**config.mk**
```make
export PLATFORM = sky130hd
export DESIGN_NAME = led_pwm_engine
export DESIGN_NICKNAME = d
export VERILOG_FILES = /design/src/rtl/led_pwm_engine.sv
export SDC_FILE = /design/constraint.sdc
export NUM_CORES = 1
export LEC_CHECK = 0
export CORE_MARGIN = 5
export CORE_UTILIZATION = 60
export DETAILED_ROUTE_END_ITERATION = 8
export GPL_ROUTABILITY_DRIVEN = 0
export PLACE_DENSITY = 0.83
export SETUP_SLACK_MARGIN = 0.05
export SLEW_MARGIN = 20
export SYNTH_ARGS = -nofsm -noshare
export SYNTH_HDL_FRONTEND = slang
export SYNTH_SLANG_ARGS = --single-unit
```
**constraint.sdc**
```tcl
create_clock -name clk -period 5.7 [get_ports clk]
set_input_delay 1.14 -clock clk [delete_from_list [all_inputs] [get_ports clk]]
set_output_delay 1.14 -clock clk [all_outputs]
set_load 0.05 [all_outputs]
```
**src/rtl/led_pwm_engine.sv**
```systemverilog
// Multi-channel LED PWM engine with off/static/blink/breathe modes.
// Channel settings arrive through a single pending slot and commit on PWM frame boundaries.
module led_pwm_engine #(
    parameter int NUM_CH      = 3,
    parameter int PWM_BITS    = 8,
    parameter int PRESCALE    = 98,
    parameter int PERIOD_BITS = 8,
    localparam int CH_BITS    = (NUM_CH > 1) ? $clog2(NUM_CH) : 1
) (
    input  logic                   clk,
    input  logic                   reset,
    input  logic                   cfg_valid,
    output logic                   cfg_ready,
    input  logic [CH_BITS-1:0]     cfg_ch,
    input  logic [1:0]             cfg_mode,
    input  logic [PWM_BITS-1:0]    cfg_level,
    input  logic [PERIOD_BITS-1:0] cfg_period,
    output logic [NUM_CH-1:0]      led_out,
    output logic                   frame_strobe
);

    localparam int PS_BITS = (PRESCALE > 1) ? $clog2(PRESCALE) : 1;
    localparam logic [PWM_BITS-1:0] ONES = {PWM_BITS{1'b1}};
    localparam logic [CH_BITS:0] NUM_CH_W = (CH_BITS + 1)'(NUM_CH);

    typedef enum logic [1:0] {
        MODE_OFF     = 2'd0,
        MODE_STATIC  = 2'd1,
        MODE_BLINK   = 2'd2,
        MODE_BREATHE = 2'd3
    } mode_t;

    logic [PS_BITS-1:0]     presc;
    logic [PWM_BITS-1:0]    pwm_cnt;
    logic                   tick;
    logic                   frame_end;
    logic                   ch_ok;

    logic                   pend_valid;
    logic [CH_BITS-1:0]     pend_ch;
    mode_t                  pend_mode;
    logic [PWM_BITS-1:0]    pend_level;
    logic [PERIOD_BITS-1:0] pend_period;

    mode_t                  mode_q   [NUM_CH];
    logic [PWM_BITS-1:0]    level_q  [NUM_CH];
    logic [PERIOD_BITS-1:0] period_q [NUM_CH];
    logic [PERIOD_BITS-1:0] fcnt_q   [NUM_CH];
    logic                   phase_q  [NUM_CH];
    logic [PWM_BITS-1:0]    br_q     [NUM_CH];
    logic                   down_q   [NUM_CH];
    logic [PWM_BITS-1:0]    eff      [NUM_CH];

    assign tick      = (presc == PS_BITS'(PRESCALE - 1));
    assign frame_end = tick && (pwm_cnt == ONES);
    assign cfg_ready = ~pend_valid;
    assign ch_ok     = ({1'b0, cfg_ch} < NUM_CH_W);

    always_comb begin
        for (int i = 0; i < NUM_CH; i++) begin
            eff[i] = '0;
            case (mode_q[i])
                MODE_STATIC:  eff[i] = level_q[i];
                MODE_BLINK:   eff[i] = phase_q[i] ? '0 : level_q[i];
                MODE_BREATHE: eff[i] = br_q[i];
                default:      eff[i] = '0;
            endcase
        end
    end

    always_ff @(posedge clk) begin
        if (reset) begin
            presc        <= '0;
            pwm_cnt      <= '0;
            frame_strobe <= 1'b0;
            led_out      <= '0;
            pend_valid   <= 1'b0;
            pend_ch      <= '0;
            pend_mode    <= MODE_OFF;
            pend_level   <= '0;
            pend_period  <= '0;
            for (int i = 0; i < NUM_CH; i++) begin
                mode_q[i]   <= MODE_OFF;
                level_q[i]  <= '0;
                period_q[i] <= '0;
                fcnt_q[i]   <= '0;
                phase_q[i]  <= 1'b0;
                br_q[i]     <= '0;
                down_q[i]   <= 1'b0;
            end
        end else begin
            presc        <= tick ? '0 : presc + PS_BITS'(1);
            frame_strobe <= frame_end;
            if (tick) begin
                pwm_cnt <= pwm_cnt + PWM_BITS'(1);
            end

            // Out-of-range channels are consumed without occupying the slot.
            if (cfg_valid && cfg_ready && ch_ok) begin
                pend_valid  <= 1'b1;
                pend_ch     <= cfg_ch;
                pend_mode   <= mode_t'(cfg_mode);
                pend_level  <= cfg_level;
                pend_period <= cfg_period;
            end else if (frame_end && pend_valid) begin
                pend_valid <= 1'b0;
            end

            for (int i = 0; i < NUM_CH; i++) begin
                led_out[i] <= (eff[i] == ONES) ? 1'b1 : (pwm_cnt < eff[i]);
                if (frame_end) begin
                    if (pend_valid && pend_ch == CH_BITS'(i)) begin
                        mode_q[i]   <= pend_mode;
                        level_q[i]  <= pend_level;
                        period_q[i] <= pend_period;
                        fcnt_q[i]   <= '0;
                        phase_q[i]  <= 1'b0;
                        br_q[i]     <= '0;
                        down_q[i]   <= 1'b0;
                    end else if (fcnt_q[i] == period_q[i]) begin
                        fcnt_q[i] <= '0;
                        if (mode_q[i] == MODE_BLINK) begin
                            phase_q[i] <= ~phase_q[i];
                        end else if (mode_q[i] == MODE_BREATHE) begin
                            // Triangle ramp between 0 and level, one step per event.
                            if (!down_q[i]) begin
                                if (br_q[i] >= level_q[i]) begin
                                    down_q[i] <= 1'b1;
                                    br_q[i]   <= (br_q[i] == '0) ? '0 : br_q[i] - PWM_BITS'(1);
                                end else begin
                                    br_q[i] <= br_q[i] + PWM_BITS'(1);
                                end
                            end else begin
                                if (br_q[i] == '0) begin
                                    down_q[i] <= 1'b0;
                                    br_q[i]   <= (level_q[i] != '0) ? PWM_BITS'(1) : '0;
                                end else begin
                                    br_q[i] <= br_q[i] - PWM_BITS'(1);
                                end
                            end
                        end
                    end else begin
                        fcnt_q[i] <= fcnt_q[i] + PERIOD_BITS'(1);
                    end
                end
            end
        end
    end

endmodule

```
---- Word-level counts from Yosys, hierarchy flattened ----
Memories as Yosys holds them, arrays and structs flattened.
Cells that the tools add are included.
word-level totals
  register bits after elaboration ......... 40
  bits in writable memories ............... 108
  input bits .............................. 23
  output and inout bits ................... 5
  word-level logic and storage cells ...... 356
  memories ................................ 7
memory list
  memory           words  bits a word  read ports  clocked after Yosys merged registers in  write ports  line  RTL
  br_q             3      8            3           0                                        3            50    logic [PWM_BITS-1:0] br_q [NUM_CH];
  fcnt_q           3      8            3           0                                        3            48    logic [PERIOD_BITS-1:0] fcnt_q [NUM_CH];
  level_q          3      8            3           0                                        3            46    logic [PWM_BITS-1:0] level_q [NUM_CH];
  period_q         3      8            3           0                                        3            47    logic [PERIOD_BITS-1:0] period_q [NUM_CH];
  mode_q           3      2            3           0                                        3            45    mode_t mode_q [NUM_CH];
  down_q           3      1            3           0                                        3            51    logic down_q [NUM_CH];
  1 more memories  -      -            -           -                                        -            -
cells by class
  add/sub/neg operators ................... 11
  $lt $le $gt $ge ......................... 7
  equality and inequality tests ........... 19
  mux-type cells .......................... 235
  bitwise operators ....................... 52
  reductions and logical operators ........ 16
operator list
  operator             count
  $mux 8               36
  $mux 1               193
  $pmux 8 s3           3
  $add 8x1->8 const B  7
  $or 1x1->1           48
  $eq 8x8->1 const B   4
  $eq 8x8->1           3
  $ge 8x8->1           3
  $logic_not 8->1      3
  $lt 8x8->1           3
  $reduce_bool 8->1    3
  $sub 8x1->8 const B  3
  $eq 2x2->1 const B   7
  $eq 2x1->1 const B   4
  $add 7x1->7 const B  1
  $eq 7x7->1 const B   1
  $logic_and 1x1->1    7
  $mux 2               3
  $not 1->1            4
  $logic_not 2->1      1
  $lt 2x2->1 const B   1
  $reduce_bool 2->1    1
  $reduce_or 2->1      1

---- Longest topological paths before layout ----
Gate-level depths: netlist of the first run.
  depth after elaboration ................. 14
  depth in mapped cells ................... 10
  mapped depth without buffers ............ 10

---- Least setup slack after synthesis of the first run ----
OpenSTA, ideal clock, no wires.
  path type ............................... input to register
  from .................................... in reset
  to ...................................... mem br_q[2][0], enable pin
  setup time .............................. 329 ps
  arrival time ............................ 2,346 ps
  data required time ...................... 5,371 ps
  slack ................................... 3,025 ps
  stages on the path ...................... 7
  path buffers ............................ 3
  cell sequence ........................... clkbuf_1 > nor2_1 > and2_1 > buf_2 > nand4_1 > clkbuf_1 > nand2_1
RTL lines
  element      line  RTL
  from (decl)  11    input logic reset,
  to (decl)    50

==> results of run 1 <==
## routing by layer
| layer | up-vias | share of wire | routed length [um] |
|---|---|---|---|
| met4 | 0 | 0.015 | 300 |
| met2 | 252 | 0.49 | 9550 |
| met3 | 32 | 0.058 | 1143 |
| met1 | 3217 | 0.44 | 8585 |
| li1 | 3297 | - | - |
| met5 | - | 0 | 0 |
## Yosys cell counts (5+ instances only)
| cell | n |
|---|---|
| edfxtp_1 | 108 |
| nand2_1 | 87 |
| nor2_1 | 67 |
| ha_1 | 60 |
| a21oi_1 | 46 |
| inv_1 | 46 |
| dfxtp_1 | 40 |
| nand3_1 | 39 |
| xor2_1 | 38 |
| clkbuf_1 | 26 |
| and2_1 | 25 |
| o21ai_0 | 24 |
| a22oi_1 | 23 |
| nor4_1 | 23 |
| xnor2_1 | 19 |
| and3_1 | 17 |
| nand4_1 | 15 |
| nor3_1 | 15 |
| or3_1 | 12 |
| a21o_1 | 11 |
| mux2i_1 | 11 |
| a221oi_1 | 8 |
| nand2b_1 | 8 |
| or2_2 | 8 |
| a31oi_1 | 7 |
| nand3b_1 | 6 |
| buf_2 | 5 |
| o21a_1 | 5 |
## cell type report
class / instances / area, um2 / share of cell area
Clock inverter: 11 / 87.58 / 0.009015
Sequential cell: 148 / 4044 / 0.4162
Tap cell: 184 / 230.2 / 0.02370
Timing Repair Buffer: 29 / 285.3 / 0.02936
Inverter: 46 / 172.7 / 0.01777
Multi-Input combinational cell: 652 / 4414 / 0.4543
Clock buffer: 21 / 481.7 / 0.04958
## path summary, 6_finish.rpt
| check | startpoint | to | slack (ps) | depth (start not counted) |
|---|---|---|---|---|
| max | reset | br_q[2][6] | 2420 | 6 |
| min | pend_period[4] | pend_period[4] | 450 | 2 |
| max reg2reg | br_q[2][0] | br_q[2][2] | 2430 | 8 |
| min reg2reg | pend_period[4] | pend_period[4] | 450 | 2 |
## cell usage in the layout (no fill, tap or decap), types with 27 or more instances in the layout
| master | synthesis | layout |
|---|---|---|
| a21oi_1 | 46 | 46 |
| clkdlybuf4s50_1 | 0 | 27 |
| dfxtp_1 | 40 | 40 |
| edfxtp_1 | 108 | 108 |
| ha_1 | 60 | 60 |
| inv_1 | 46 | 46 |
| nand2_1 | 87 | 87 |
| nand3_1 | 39 | 39 |
| nor2_1 | 67 | 67 |
| xor2_1 | 38 | 38 |
## logic make-up (layout without fill, tap and decap cells)
group,count (synthesis),after routing,synth area share
compound gates,172,172,0.1340
mux,14,14,0.01643
buf+inv,79,107,0.03500
xor+xnor,57,57,0.05701
flops,148,148,0.4618
simple gates,349,349,0.2100
fa+ha+maj,60,60,0.08573
## report_power, final
part           internal, mW  switching (mW)  total, mW
logic                0.0848           0.122      0.207
clock network         0.614           0.464       1.08
registers              1.19          0.0506       1.24
total                  1.89           0.637       2.53
## sequential cells by signal, summed over array words and instances, names as in the netlist, 6 cells and up
register     cells
br_q            24
fcnt_q          24
level_q         24
mode_q           6
pend_level       8
pend_period      8
period_q        24
presc            7
pwm_cnt          8
## worst register-to-register path, delay by kind of cell (launching register included)
kind	cells	cell delay (ps)
AOI/OAI and AO/OA	3	960
adders and majority gates	1	300
buffers and inverters	1	190
DFF	1	570
muxes	1	410
and+or+nand+nor	2	660
## metrics by stage
step / util / setup slack (ps) / hold slack (ps) / instance area (um2)
floorplan: - / 3025 / 429.5 / 8757
global placement: 0.6336 / 2064 / 436.7 / 9139
detailed placement: 0.6336 / 1961 / 443.7 / 9139
CTS: 0.6731 / 2429 / 452.8 / 9708
global route: 0.6736 / 2207 / 473.3 / 9716
finish: 0.6736 / 2423 / 453.6 / 9716
==> summary.txt, run 1 <==
DIE WIDTH: 130.8 um
fraction of layout cells with a size suffix above 1: 0.06505
global-route wire length before repair: 31.77 mm
Final #Nets: 977
# Max-Cap Violations: 0
Pwr Total: 2.529 mW
Routed WL per cell: 17.95 um
GRT Total Usage: 0.2380
CTS HTree Levels: 4
Layout area overhead: 10.94%
Crit. End Element: register
overall die height: 130.8 um
Root Buffer: clkbuf_16
Cell variety after synth: 74
PD cells: 260.3 mW/mm2
Synth area leader: edfxtp_1
clock slew at reported path FFs: 60 ps
Top FF cell, synth: edfxtp_1
fillers: 1059
hold buffers post-CTS: 0
row count: 44
# DRC: 0
Mean Syn Cell Area: 9.963 um2
CTS tree: built
Antenna diodes: 0
vias in the first global route: 6398
cell area after synthesis: 0.008757 mm2
Post-synth EDFFs: 108
Synthesized Nets: 962
Max Clk Rate: 305.2 MHz
ys async rst share: 0
clk_lat worst skew: 430 ps
largest fanout on the critical path: 45
Synth top area share: 0.3703
# port buffers: 27
largest net degree at the start of global routing: 46
Hold Vio Cnt, Final: 0
synth warn: 0
Crit path arrival time: 3370 ps
grt total ovfl: 0
met3 Use GR: 0.05041
critical path, cell by cell: clkdlybuf4s50_1 -> buf_4 -> nor2_1 -> and2_1 -> nand4_1 -> nand2_1
synthesized netlist cell count: 879
DPL Wire Length: 13.86 mm
crit-path max cell delay: 470 ps
WP buf/inv: 2
leakage: 3.667 nW
critical path class: in2reg
top cells by area, synth: edfxtp_1 37%, dfxtp_1 9.1%, ha_1 8.6%
Final ANT Viol Nets: 0
GR peak layer: met2
Worst slew margin: 0.3110
RSZ-0062 raised after global routing: false
Placed Cells: 1059
met2 GRT Util: 0.3888
synthesis-stage register bit count: 148
Max clock buf depth: 2
IO Count: 28
crit path launch type: input pin
final WL: 19.58 mm
Peak VDD IR: 0.0002967 V
first-pass iteration count of the detailed router: 6
cts repair resizes: 0
final cell count without fillers: 1091
post-route minimum period: 3277 ps
Worst Tran Pin Value: 1024 ps
period utilization: 0.5749
status: finished, final reports clean
critical path's top delay family: simple AND/OR/NAND/NOR gates
Layout Skew: 10.20 ps
register area share after synthesis: 0.4618
# clock sinks: 148
initial antenna violation count: 0
met1 Usage GRT: 0.3215
postcts setup bufs: 0
Iter 0 DRT Violations: 713
Slowest-stage cell, CP: nand2_1
initial core utilization: 0.6071
Via density: 6.231
Via Count: 6798
CP Data Required Time: 5790 ps
die area: 0.01711 mm2
final setup fails: 0
Final Max Tran Viols: 0
Core Footprint: 0.01442 mm2
cts bufs inserted: 17
sum of negative setup slack: 0 ps
Worst Hold Class: reg2reg
No activity file was read; power rests on OpenSTA's default activity.
==> run 2: changes to the inputs <==
--- a/config.mk
+++ b/config.mk
@@ -6,10 +6,10 @@
 export NUM_CORES = 1
 export LEC_CHECK = 0
 export CORE_MARGIN = 5
-export CORE_UTILIZATION = 60
+export CORE_UTILIZATION = 56
 export DETAILED_ROUTE_END_ITERATION = 8
 export GPL_ROUTABILITY_DRIVEN = 0
-export PLACE_DENSITY = 0.83
+export PLACE_DENSITY = 0.82
 export SETUP_SLACK_MARGIN = 0.05
 export SLEW_MARGIN = 20
 export SYNTH_ARGS = -nofsm -noshare
==> constraint.sdc (replaced) <==
create_clock -name clk -period 3 [get_ports clk]
set_input_delay 0.6 -clock clk [delete_from_list [all_inputs] [get_ports clk]]
set_output_delay 0.6 -clock clk [all_outputs]
set_load 0.05 [all_outputs]
==> run 2 against run 1 <==
Compared with the run above: worst hold slack got worse by 3.4 ps; register-to-register slack got worse by 2100 ps; cell count increased by 6.0%; global-route usage decreased by 0.56 points; critical path depth increased by 3; setup slack got worse by 2100 ps; die area increased by 6.6%; routed wire length increased by 5.0%; highest routed layer unchanged.
==> summary.txt, run 2 (synthesized netlist as in run 1, its figures left out) <==
largest net degree at the start of global routing: 45
Crit path arrival time: 2960 ps
row count: 45
cts bufs inserted: 17
clk_lat worst skew: 420 ps
critical path, cell by cell: inv_1 -> ha_1 -> a2111oi_2 -> nand3b_1 -> o31ai_1 -> buf_4 -> or2_1 -> mux2_2 -> a221oi_1
DIE WIDTH: 135.1 um
global-route wire length before repair: 33.81 mm
Peak VDD IR: 0.0004329 V
first-pass iteration count of the detailed router: 5
Util after Layout: 0.6590
WP buf/inv: 2
Final ANT Viol Nets: 0
Crit. End Element: register
die area: 0.01824 mm2
critical path's top delay family: compound AO/OA/AOI/OAI gates
Final #Nets: 1016
largest fanout on the critical path: 8
Final WS setup: 281.8 ps
fraction of layout cells with a size suffix above 1: 0.1068
GRT Total Usage: 0.2324
vias in the first global route: 6834
final setup fails: 0
Slowest-stage cell, CP: a2111oi_2
final WL: 20.56 mm
Final Max Tran Viols: 0
Worst Tran Pin Value: 683.2 ps
hold buffers post-CTS: 0
sum of negative setup slack: 0 ps
critical path class: reg2reg
Layout area overhead: 14.82%
RSZ-0062 raised after global routing: false
# clock sinks: 148
CP Data Required Time: 3240 ps
Core Footprint: 0.01526 mm2
Via density: 6.099
initial core utilization: 0.5739
# DRC: 0
CTS tree: built
clock slew at reported path FFs: 70 ps
post-route minimum period: 2718 ps
DPL Wire Length: 15.01 mm
Antenna diodes: 0
Routed WL per cell: 17.77 um
most frequent cells in the layout: 108 x edfxtp_1, 87 x nand2_1, 67 x nor2_1
Worst slew margin: 0.5445
commonest non-fill, non-tap cell in the layout: edfxtp_1
initial antenna violation count: 0
CTS HTree Levels: 4
Iter 0 DRT Violations: 716
Worst Hold Class: reg2reg
PD cells: 487.2 mW/mm2
crit path launch type: register
period utilization: 0.9061
Max Clk Rate: 367.9 MHz
Root Buffer: clkbuf_16
# port buffers: 27
grt total ovfl: 0
Via Count: 7056
Max clock buf depth: 2
Layout Skew: 7.726 ps
overall die height: 135.1 um
IO Count: 28
Hold Slack: 450.2 ps
# Max-Cap Violations: 0
leakage: 3.874 nW
crit-path max cell delay: 480 ps
Hold Vio Cnt, Final: 0
status: finished, final reports clean
pre-CTS WS: 312.3 ps
[run 2: tightest hold or removal path: stages (launching register included)]
cell and delay [ps]:
dfxtp_1 310, nand2_1 50, a21oi_1 50
[run 2: area by class of cell]
class,instances,area [um2]
flip-flops and latches,148,4044
fillers,1164,5204
clock inverters,13,137.6
inverters,46,172.7
well taps,211,264.0
clock buffers,19,452.9
multi-input cells,652,4410
repair buffers,68,573.1
[run 2: what timing repair did]
item	CTS	global route
resized for setup	0	1
endpoints found under the setup margin	0	2
setup buffers	0	0
[run 2: routing by layer]
layer,part of all wire,track usage
met3,0.060,0.04732
met1,0.43,0.3027
met2,0.49,0.3977
met5,0,0
met4,0.019,0.06047
[run 2: worst paths after layout]
path	cells past startpoint	to	startpoint	slack, ps
setup reg to reg	9	br_q[2][2]	level_q[0][21]	280
hold / removal	2	pend_period[1]	pend_period[1]	450
hold reg to reg	2	pend_period[1]	pend_period[1]	450
setup / recovery	9	br_q[2][2]	level_q[0][21]	280
[run 2: per-stage QoR]
stage / instance area (um2) / power (mW) / std cells
after detailed placement: 9460 / 2.818 / 1125
final: 10050 / 4.898 / 1157
after CTS: 10050 / 4.906 / 1157
after floorplan: 8757 / 2.656 / 879
after global routing: 10050 / 5.085 / 1157
after global placement: 9460 / 2.799 / 1125
[run 2: where the power goes]
group / switching [mW] / leakage (nW) / internal, mW
sequential: 0.0745 / 1.44 / 2.26
clock: 0.898 / 0.291 / 1.21
combinational: 0.261 / 2.14 / 0.186
total: 1.23 / 3.87 / 3.66
